## config.mk

```make
export PLATFORM = sky130hd
export DESIGN_NAME = instr_encoder
export DESIGN_NICKNAME = d
export VERILOG_FILES = /design/src/rtl/cpu_types_pkg.sv /design/src/rtl/enc_fifo.sv /design/src/rtl/instr_encoder.sv
export SDC_FILE = /design/constraint.sdc
export NUM_CORES = 1
export LEC_CHECK = 0
export ABC_AREA = 0
export CAP_MARGIN = 15
export CORE_ASPECT_RATIO = 1.25
export CORE_MARGIN = 2
export CORE_UTILIZATION = 46
export CTS_BUF_LIST = sky130_fd_sc_hd__clkbuf_2
export DETAILED_ROUTE_END_ITERATION = 12
export GPL_TIMING_DRIVEN = 0
export HOLD_SLACK_MARGIN = 0.12
export PLACE_DENSITY = 0.83
export SYNTH_ARGS = -nofsm -noshare
export SYNTH_HDL_FRONTEND = slang
export SYNTH_HIERARCHICAL = 1
export SYNTH_SLANG_ARGS = --single-unit
```

## constraint.sdc

```tcl
create_clock -name CLK -period 2 [get_ports CLK]
set_input_delay 0.3 -clock CLK [delete_from_list [all_inputs] [get_ports CLK]]
set_output_delay 0.3 -clock CLK [all_outputs]
set_load 0.01 [all_outputs]
```

## src/rtl/cpu_types_pkg.sv

```systemverilog
// cpu_types_pkg: shared CPU types for the instruction encoder slice.
//   opcode_t   - RV32I major opcodes understood by the encoder (plus HALT)
//   word_t     - 32-bit instruction/data word
//   enc_req_t  - packed encoder request (opcode, registers, functs, immediate)
//   NOP_INSTR / HALT_INSTR - fixed words substituted by the encoder
//   imm_fits() - true when imm[31:lsb] are all equal (sign-extension check)
package cpu_types_pkg;

  typedef logic [31:0] word_t;

  typedef enum logic [6:0] {
    RTYPE    = 7'b0110011,
    ITYPE    = 7'b0010011,
    ITYPE_LW = 7'b0000011,
    JALR     = 7'b1100111,
    STYPE    = 7'b0100011,
    BTYPE    = 7'b1100011,
    JAL      = 7'b1101111,
    LUI      = 7'b0110111,
    AUIPC    = 7'b0010111,
    HALT     = 7'b1111111
  } opcode_t;

  localparam word_t NOP_INSTR  = 32'h00000013;
  localparam word_t HALT_INSTR = 32'hFFFFFFFF;

  // opcode is kept as raw bits so that unknown encodings can be flagged
  typedef struct packed {
    logic [6:0] opcode;
    logic [4:0] rd;
    logic [4:0] rs1;
    logic [4:0] rs2;
    logic [2:0] funct3;
    logic [6:0] funct7;
    word_t      imm;
  } enc_req_t;

  // An arithmetic shift leaves all-zeros or all-ones exactly when the
  // discarded upper bits are a pure sign extension of bit lsb.
  function automatic logic imm_fits(input word_t imm, input int unsigned lsb);
    logic signed [31:0] t;
    t = $signed(imm) >>> lsb;
    return (t == 32'sd0) || (t == -32'sd1);
  endfunction

endpackage

```

## src/rtl/enc_fifo.sv

```systemverilog
// enc_fifo: DEPTH-entry synchronous FIFO (DEPTH a power of two, >= 2).
//   clk, rst      - clock, asynchronous active-high reset
//   push, din     - write request / data (ignored while full)
//   pop, dout     - read request / head data (dout is 0 while empty)
//   count         - number of stored entries (0..DEPTH)
//   full, empty   - occupancy flags
module enc_fifo #(
  parameter int DEPTH = 2,
  parameter int WIDTH = 33
) (
  input  logic                     clk,
  input  logic                     rst,
  input  logic                     push,
  input  logic [WIDTH-1:0]         din,
  input  logic                     pop,
  output logic [WIDTH-1:0]         dout,
  output logic [$clog2(DEPTH):0]   count,
  output logic                     full,
  output logic                     empty
);

  localparam int AW = $clog2(DEPTH);
  localparam int CW = AW + 1;

  logic [WIDTH-1:0] mem_r [DEPTH];
  logic [AW-1:0]    wr_ptr_r;
  logic [AW-1:0]    rd_ptr_r;
  logic [CW-1:0]    count_r;
  logic             do_push_s;
  logic             do_pop_s;

  assign full      = (count_r == CW'(DEPTH));
  assign empty     = (count_r == CW'(0));
  assign count     = count_r;
  assign do_push_s = push && !full;
  assign do_pop_s  = pop && !empty;
  // Head is forced to zero when empty so stale words never show on the outputs
  assign dout      = empty ? '0 : mem_r[rd_ptr_r];

  // Storage array write port
  always_ff @(posedge clk or posedge rst) begin
    if (rst) begin
      for (int i = 0; i < DEPTH; i++) begin
        mem_r[i] <= '0;
      end
    end else if (do_push_s) begin
      mem_r[wr_ptr_r] <= din;
    end else begin
      mem_r[wr_ptr_r] <= mem_r[wr_ptr_r];
    end
  end

  // Pointers (wrap naturally since DEPTH is a power of two) and occupancy
  always_ff @(posedge clk or posedge rst) begin
    if (rst) begin
      wr_ptr_r <= '0;
      rd_ptr_r <= '0;
      count_r  <= '0;
    end else begin
      if (do_push_s) begin
        wr_ptr_r <= wr_ptr_r + AW'(1);
      end else begin
        wr_ptr_r <= wr_ptr_r;
      end
      if (do_pop_s) begin
        rd_ptr_r <= rd_ptr_r + AW'(1);
      end else begin
        rd_ptr_r <= rd_ptr_r;
      end
      case ({do_push_s, do_pop_s})
        2'b10:   count_r <= count_r + CW'(1);
        2'b01:   count_r <= count_r - CW'(1);
        default: count_r <= count_r;
      endcase
    end
  end

endmodule

```

## src/rtl/instr_encoder.sv

```systemverilog
// instr_encoder: packs opcode/register/funct/immediate fields into an RV32I
// instruction word, flagging immediates that cannot be encoded (word becomes
// NOP). Results are buffered in an output FIFO; no combinational in->out path.
//   CLK, RST                 - clock, asynchronous active-high reset
//   in_valid/in_ready        - request handshake (in_ready low while full or RST)
//   in_opcode,in_rd,in_rs1,in_rs2,in_funct3,in_funct7,in_imm - request fields
//   out_valid/out_ready      - buffered word handshake
//   out_instr, out_err       - encoded word and "not encodable" flag
//   err_count [15:0]         - saturating count of accepted error requests,
//                              present only when ENC_ERR_COUNT_EN is defined
module instr_encoder
  import cpu_types_pkg::*;
#(
  parameter int DEPTH = 2
) (
  input  logic        CLK,
  input  logic        RST,
  input  logic        in_valid,
  output logic        in_ready,
  input  logic [6:0]  in_opcode,
  input  logic [4:0]  in_rd,
  input  logic [4:0]  in_rs1,
  input  logic [4:0]  in_rs2,
  input  logic [2:0]  in_funct3,
  input  logic [6:0]  in_funct7,
  input  logic [31:0] in_imm,
`ifdef ENC_ERR_COUNT_EN
  output logic [15:0] err_count,
`endif
  output logic        out_valid,
  input  logic        out_ready,
  output logic [31:0] out_instr,
  output logic        out_err
);

  enc_req_t                req_s;
  word_t                   instr_s;
  logic                    err_s;
  logic                    push_s;
  logic                    full_s;
  logic                    empty_s;
  logic [32:0]             head_s;
  logic [$clog2(DEPTH):0]  count_s;

  assign req_s.opcode = in_opcode;
  assign req_s.rd     = in_rd;
  assign req_s.rs1    = in_rs1;
  assign req_s.rs2    = in_rs2;
  assign req_s.funct3 = in_funct3;
  assign req_s.funct7 = in_funct7;
  assign req_s.imm    = in_imm;

  // Field packing and immediate range/alignment check
  always_comb begin
    instr_s = NOP_INSTR;
    err_s   = 1'b0;
    case (req_s.opcode)
      RTYPE: begin
        instr_s = {req_s.funct7, req_s.rs2, req_s.rs1, req_s.funct3, req_s.rd, req_s.opcode};
      end
      ITYPE, ITYPE_LW, JALR: begin
        if (imm_fits(req_s.imm, 11)) begin
          instr_s = {req_s.imm[11:0], req_s.rs1, req_s.funct3, req_s.rd, req_s.opcode};
        end else begin
          err_s = 1'b1;
        end
      end
      STYPE: begin
        if (imm_fits(req_s.imm, 11)) begin
          instr_s = {req_s.imm[11:5], req_s.rs2, req_s.rs1, req_s.funct3,
                     req_s.imm[4:0], req_s.opcode};
        end else begin
          err_s = 1'b1;
        end
      end
      BTYPE: begin
        if (imm_fits(req_s.imm, 12) && !req_s.imm[0]) begin
          instr_s = {req_s.imm[12], req_s.imm[10:5], req_s.rs2, req_s.rs1, req_s.funct3,
                     req_s.imm[4:1], req_s.imm[11], req_s.opcode};
        end else begin
          err_s = 1'b1;
        end
      end
      JAL: begin
        if (imm_fits(req_s.imm, 20) && !req_s.imm[0]) begin
          instr_s = {req_s.imm[20], req_s.imm[10:1], req_s.imm[11], req_s.imm[19:12],
                     req_s.rd, req_s.opcode};
        end else begin
          err_s = 1'b1;
        end
      end
      LUI, AUIPC: begin
        if (req_s.imm[11:0] == 12'd0) begin
          instr_s = {req_s.imm[31:12], req_s.rd, req_s.opcode};
        end else begin
          err_s = 1'b1;
        end
      end
      HALT: begin
        instr_s = HALT_INSTR;
      end
      default: begin
        err_s = 1'b1;
      end
    endcase
  end

  // Ready depends only on occupancy, never on in_valid or a same-cycle pop
  assign in_ready  = !full_s && !RST;
  assign push_s    = in_valid && in_ready;
  assign out_valid = !empty_s;
  assign out_instr = head_s[31:0];
  assign out_err   = head_s[32];

  enc_fifo #(
    .DEPTH (DEPTH),
    .WIDTH (33)
  ) u_fifo (
    .clk   (CLK),
    .rst   (RST),
    .push  (push_s),
    .din   ({err_s, instr_s}),
    .pop   (out_ready),
    .dout  (head_s),
    .count (count_s),
    .full  (full_s),
    .empty (empty_s)
  );

`ifdef ENC_ERR_COUNT_EN
  logic [15:0] err_cnt_r;

  // Saturating count of accepted requests that could not be encoded
  always_ff @(posedge CLK or posedge RST) begin
    if (RST) begin
      err_cnt_r <= 16'd0;
    end else if (push_s && err_s && (err_cnt_r != 16'hFFFF)) begin
      err_cnt_r <= err_cnt_r + 16'd1;
    end else begin
      err_cnt_r <= err_cnt_r;
    end
  end

  assign err_count = err_cnt_r;
`endif

endmodule

```

==> metrics.md, run 1 <==
| Metric | Value |
|---|---|
| Status | `finished with violations` |
| Failing checks | `setup timing` |
| Count of different cell masters after synthesis | `55` |
| Clock skew | `0.03029 ns` |
| Worst setup margin | `-0.08638 ns` |
| Drt drc | `0` |
| Main synth FF type | `dfrtp_1` |
| Crit path max-delay family | `flip-flops` |
| Worst path arrival time | `1.79 ns` |
| I/O Buffers | `101` |
| CP Data Required Time | `1.70 ns` |
| Worst reg2reg path depth | `8` |
| WHS Path Cells | `4` |
| Maximum clock rate | `479.3 MHz` |
| Placement Cell Area | `5353 um2` |
| Cell row count | `38` |
| Initial Util | `0.4727` |
| CTS tree | `yes` |
| Post-Route WL | `13,110 um` |
| WL/cell | `20.61 um` |
| Post-DRT Antenna Nets | `0` |
| Master of the slowest instance on the critical path | `dfrtp_2` |
| Setup CP Type | `reg -> out` |
| Ys Warns | `6` |
| H-tree depth | `3` |
| WP depth | `5` |
| Mapped cell area | `4090 um2` |
| Area growth from synthesis to layout | `42.61%` |
| Global router's overall resource usage | `0.2645` |
| Largest stage delay on the critical path | `0.48 ns` |
| Clk buf depth | `2` |
| PD cells | `828.0 nW/um2` |
| CP cell instances | `buf_8 > buf_6 > mux2i_1 > nor2_1 > buf_2` |
| Global route overflow | `0` |
| Critical Path End Type | `output port` |
| LEAKAGE | `2.938 nW` |
| Largest cells by area after synthesis | `dfrtp_1 (43%), mux2_2 (18%), mux2i_1 (8.1%)` |
| Final min period | `2.086 ns` |
| Cts bufs inserted | `9` |
| Rel. slew slack | `0.5894` |
| Layout cells sized above 1 | `0.4012` |
| Initial antenna violation count | `0` |
| Worst-path clk slew | `0.22 ns` |
| Worst-Margin Slew | `0.6113 ns` |
| Via/cell ratio | `5.838` |
| Synth Area in Compound Gates | `0.1181` |
| Sequential share of the synthesized area | `0.4283` |
| Clock net sink count | `70` |
| Final #Nets | `580` |
| Die Y | `109.4 um` |
| Max Cap Violations | `0` |
| IR drop worst, VDD | `0.0004592 V` |
| Clock tree root buffer cell | `clkbuf_2` |
| Yosys top cell area share | `0.4283` |
| Area leader, netlist | `dfrtp_1` |
| Ant. Diodes | `0` |
| Gate Count Post-Synth | `366` |
| RSZ-0062 raised after global routing | `true` |
| Vias in the first global route | `3,720` |
| Pre-antenna DRT Iters | `4` |
| Worst-skew pair later-pin latency | `0.54 ns` |
| Post-detail-place hpwl | `9010 um` |
| Hold WS | `0.3440 ns` |
| Number of flops mapped to enable cells by yosys | `0` |
| Pin count of the biggest net entering global routing | `29` |
| Filler Cells Inserted | `649` |
| Slew Limit Fails | `0` |
| DR vias | `3,713` |
| CP Max Fanout | `5` |
| Syn Area/Cell | `11.18 um2` |
| Period utilisation layout | `1.043` |
| Adder-cell share of the synthesized area | `0.003059` |
| First-pass GRT wire length | `19,110 um` |
| Drt initial violations | `329` |
| Gpl congestion | `0.8888` |
| CP bufs+invs | `3` |
| # setup viols final | `14` |
| CP startpoint kind | `register` |
| Final instance area | `5833 um2` |
| Hold Vio Cnt, Final | `0` |
| Die area | `9667 um2` |
| Die X-Extent | `88.34 um` |
| CORE AREA | `8653 um2` |
| Xor/xnor share of the synthesized area | `0.01071` |
| Mux contribution to synthesized area | `0.2625` |
| Seq cells post-synth | `70` |
| Synth async-reset ratio | `1.000` |
| IO Count | `103` |
| Main combinational cell family by area after synthesis | `multiplexers` |
| Post-synthesis simple-gate area fraction | `0.1398` |
| Worst hold path type | `in -> reg` |
[area by class of cell]
cell class | instances | area (um2) | share of cell area
Clock buffer | 9 | 45.04 | 0.007722
Clock inverter | 7 | 47.55 | 0.008151
Multi-Input combinational cell | 271 | 2379 | 0.4078
Sequential cell | 70 | 1755 | 0.3009
Timing Repair Buffer | 135 | 1185 | 0.2031
Tap cell | 120 | 150.1 | 0.02574
Buffer | 18 | 245.2 | 0.04204
Inverter | 6 | 26.28 | 0.004505
[registers in the layout, summed over array words and instances (netlist names)]
signal           flops
u_fifo/wr_ptr_r      1
u_fifo/rd_ptr_r      1
u_fifo/count         2
u_fifo/mem_r        66
[per-stage QoR]
step | std cells | util | total power, mW | TNS (ns) | worst slack, ns
after global placement | 590 | 0.6131 | 3.357 | -47.53 | -0.8343
after floorplan | 369 | - | 2.727 | -0.4075 | -0.04147
after detailed placement | 592 | 0.6186 | 3.404 | -49.35 | -0.8778
after global routing | 636 | 0.6741 | 5.035 | -2.727 | -0.1442
after CTS | 634 | 0.6593 | 4.615 | -0.8669 | -0.1068
final | 636 | 0.6741 | 4.830 | -0.3977 | -0.08638
[path summary, 6_finish.rpt]
kind	end	slack, ns	startpoint
max	out_instr[29]	-0.09	u_fifo/rd_ptr_r
min	u_fifo/mem_r[61]	0.34	in_imm[28]
max reg2reg	u_fifo/mem_r[18]	0.10	u_fifo/count[0]
min reg2reg	u_fifo/mem_r[36]	0.53	u_fifo/mem_r[36]
max in group asynchronous	u_fifo/mem_r[6]	0.58	RST
min in group asynchronous	u_fifo/mem_r[24]	0.72	RST
[power by group]
part	switching (mW)	total, mW	internal (mW)
registers	0.150	1.76	1.60
clock network	0.544	0.708	0.164
logic	1.07	2.37	1.30
[cells in the mapped netlist (3+ instances only)]
master    number
a21oi_1        5
nor4_1         5
nor2b_1        3
nand2b_1       5
mux2i_1       33
nand3_1        4
nand2_1       11
nor3_1         6
mux2_2        64
buf_6          3
inv_1          5
dfrtp_1       70
and3_1         3
xnor2_1        3
nor4b_1        3
a21o_1         9
buf_4          3
buf_2          9
nand4_1        7
a221o_1       24
clkbuf_1       7
nor2_1        41
[worst register-to-register path, delay by kind of cell, from the launching register on]
kind	cells	cell delay, ns
muxes	1	0.35
and+or+nand+nor	4	0.60
buffers and inverters	3	0.40
DFF	1	0.45
[cells by family after synthesis]
kind of cell    Yosys count
fa+ha+maj                 1
xor+xnor                  5
compound gates           57
buf+inv                  28
simple gates            105
flops                    70
other cells               1
mux                      99
[timing repair]
action,CTS,global route
endpoints found under the setup margin,97,96
pin swaps,19,17
endpoints found under the hold margin,17,0
gates resized for setup,226,37
cloned,1,1
hold buffers,1,0
setup buffers,25,5
[placed cells by master (no fill, tap or decap), drive strengths merged, types with 2 or more instances in the layout]
cell / n
nand4: 7
a221o: 24
clkdlybuf4s15: 10
nor2: 41
clkinv: 3
clkdlybuf4s50: 38
a21oi: 6
xnor2: 3
and4b: 2
o21ai: 3
nand2: 11
nor4: 7
mux2i: 33
inv: 7
a211o: 2
dfrtp: 70
nor2b: 3
clkbuf: 15
or3: 2
a211oi: 2
nor3: 7
dlymetal6s2s: 4
and3: 3
nor3b: 2
xor2: 2
or2: 3
nand3: 5
clkinvlp: 3
a21o: 10
o211ai: 3
nor4b: 3
conb: 4
dlygate4sd2: 15
mux2: 66
buf: 79
nand2b: 5
[routing by layer]
metal | track usage | up-vias | part of all wire
met2 | 0.4350 | 194 | 0.50
met4 | 0.1558 | 0 | 0.035
met5 | 0 | - | 0
met3 | 0.04880 | 39 | 0.082
li1 | - | 1660 | -
met1 | 0.3212 | 1820 | 0.39
(Power assumes the default switching activity.)
==> inputs of run 2 (changes only) <==
PLACE_DENSITY = 0.85   (was 0.83)
==> metrics.md, run 2 (synthesized netlist as in run 1, its figures left out) <==
| Metric | Value |
|---|---|
| IR drop worst, VDD | `0.0004949 V` |
| Final Non-Filler Cells | `633` |
| Fin util | `0.6669` |
| Slew Limit Fails | `0` |
| PD cells | `847.3 nW/um2` |
| Worst-path clk slew | `0.20 ns` |
| Most crowded layer after global routing | `met2` |
| Worst setup margin | `-0.001888 ns` |
| CP startpoint kind | `input port` |
| Most frequent cells in the layout | `dfrtp_1 (67), mux2_2 (64), clkdlybuf4s50_1 (38)` |
| Pin count of the biggest net entering global routing | `40` |
| CORE AREA | `8653 um2` |
| Hold Vio Cnt, Final | `0` |
| Pre-antenna DRT Iters | `4` |
| Initial antenna violation count | `1` |
| Final instance area | `5771 um2` |
| Placed cells | `591` |
| Status | `finished with violations` |
| Hold WS | `0.2769 ns` |
| Drt initial violations | `271` |
| Clock skew | `0.01109 ns` |
| Number of flip-flops under the largest register name | `66` |
| Post-detail-place hpwl | `8874 um` |
| Global routing usage on met2 | `0.4570` |
| Clock net sink count | `70` |
| Failing checks | `setup timing` |
| Worst hold path type | `in -> async` |
| DR vias | `3,710` |
| Commonest non-fill, non-tap cell in the layout | `dfrtp_1` |
| Setup CP Type | `in -> reg` |
| Gpl congestion | `0.9137` |
| Max Cap Violations | `0` |
| Largest Register | `u_fifo/mem_r` |
| Cts bufs inserted | `9` |
| Final Power | `4.889 mW` |
| Die area | `9667 um2` |
| Global router's overall resource usage | `0.2667` |
| Area growth from synthesis to layout | `41.08%` |
| CP Max Fanout | `10` |
| Final min period | `2.002 ns` |
| Placement Cell Area | `5325 um2` |
| CP Data Required Time | `2.42 ns` |
| Worst-Margin Slew | `0.7121 ns` |
| Met1 Use GR | `0.3291` |
| Post-Route WL | `12,680 um` |
| Critical Path End Type | `register` |
| Global route overflow | `0` |
| Layout cells sized above 1 | `0.4180` |
| Clk buf depth | `2` |
| Period utilisation layout | `1.001` |
| Via/cell ratio | `5.861` |
| I/O Buffers | `101` |
| # setup viols final | `1` |
| Die X-Extent | `88.34 um` |
| Maximum clock rate | `499.5 MHz` |
| LEAKAGE | `2.914 nW` |
| Post-DRT Antenna Nets | `0` |
| Die Y | `109.4 um` |
| Worst path arrival time | `2.42 ns` |
| H-tree depth | `3` |
| Met3 Use GR | `0.04655` |
| Cell row count | `38` |
| CTS tree | `yes` |
| Rel. slew slack | `0.5243` |
| Final #Nets | `576` |
| Filler Cells Inserted | `669` |
| WL/cell | `20.04 um` |
| Largest stage delay on the critical path | `0.45 ns` |
| RSZ-0062 raised after global routing | `true` |
| First-pass GRT wire length | `19,520 um` |
| Clock tree root buffer cell | `clkbuf_2` |
| IO Count | `103` |
| Master of the slowest instance on the critical path | `clkdlybuf4s50_1` |
| CP cell instances | `clkdlybuf4s50_1 > nor4_2 > nand3_1 > nor2_4 > clkbuf_4 > nor4b_1 > or2_1 > mux2_2` |
| Vias in the first global route | `3,806` |
| Initial Util | `0.4727` |
| Drt drc | `0` |
| Worst-skew pair later-pin latency | `0.50 ns` |
## run 2: worst paths after layout
path / cells after the start / start / end / slack (ns)
worst max-delay path: 8 / in_imm[5] / u_fifo/mem_r[65] / -0.002
worst min-delay path: 2 / RST / u_fifo/mem_r[45] / 0.28
worst max register to register: 8 / u_fifo/count[0] / u_fifo/mem_r[3] / 0.03
worst min register to register: 1 / u_fifo/mem_r[60] / u_fifo/mem_r[60] / 0.52
max in group asynchronous: 3 / RST / u_fifo/rd_ptr_r / 1.10
min in group CLK: 4 / in_imm[23] / u_fifo/mem_r[23] / 0.35
## run 2: routing by layer
metal / wire length [um] / up-vias
met3: 927 / 27
met5: 0 / -
met2: 6516 / 184
li1: - / 1652
met1: 4907 / 1847
met4: 332 / 0
## run 2: cell type report
cell class | count | area [um2] | share of cell area
Timing Repair Buffer | 131 | 1106 | 0.1917
Tap cell | 120 | 150.1 | 0.02602
Buffer | 18 | 240.2 | 0.04163
Sequential cell | 70 | 1755 | 0.3042
Clock inverter | 7 | 73.82 | 0.01279
Antenna cell | 1 | 2.502 | 0.0004337
Inverter | 6 | 26.28 | 0.004553
Multi-Input combinational cell | 271 | 2371 | 0.4109
Clock buffer | 9 | 45.04 | 0.007806
## run 2: power by group
group          internal [mW]  switching, mW  leakage, nW
Sequential              1.60          0.146        0.937
Clock                  0.289          0.524       0.0622
Combinational           1.30           1.03         1.91
## run 2: metrics by stage
step	setup WS [ns]	setup TNS (ns)
3_3_place_gp	-0.8936	-50.31
4_1_cts	-0.1201	-0.4360
2_1_floorplan	-0.04147	-0.4075
5_1_grt	-0.09931	-1.771
6_report	-0.001888	-0.001888
3_5_place_dp	-0.9413	-52.33
## run 2: timing repair
action	4_1_cts	5_1_grt
buffers inserted	19	8
setup endpoints to repair	97	89
hold buffers	0	0
pin swaps	16	20
cloned	1	1
hold endpoints to repair	0	0
gates resized for setup	229	44
## run 2: worst max-delay path, delay by kind of cell
family        cells  cell delay (ns)
buf+inv           2             0.71
mux               1             0.27
simple gates      5             1.13
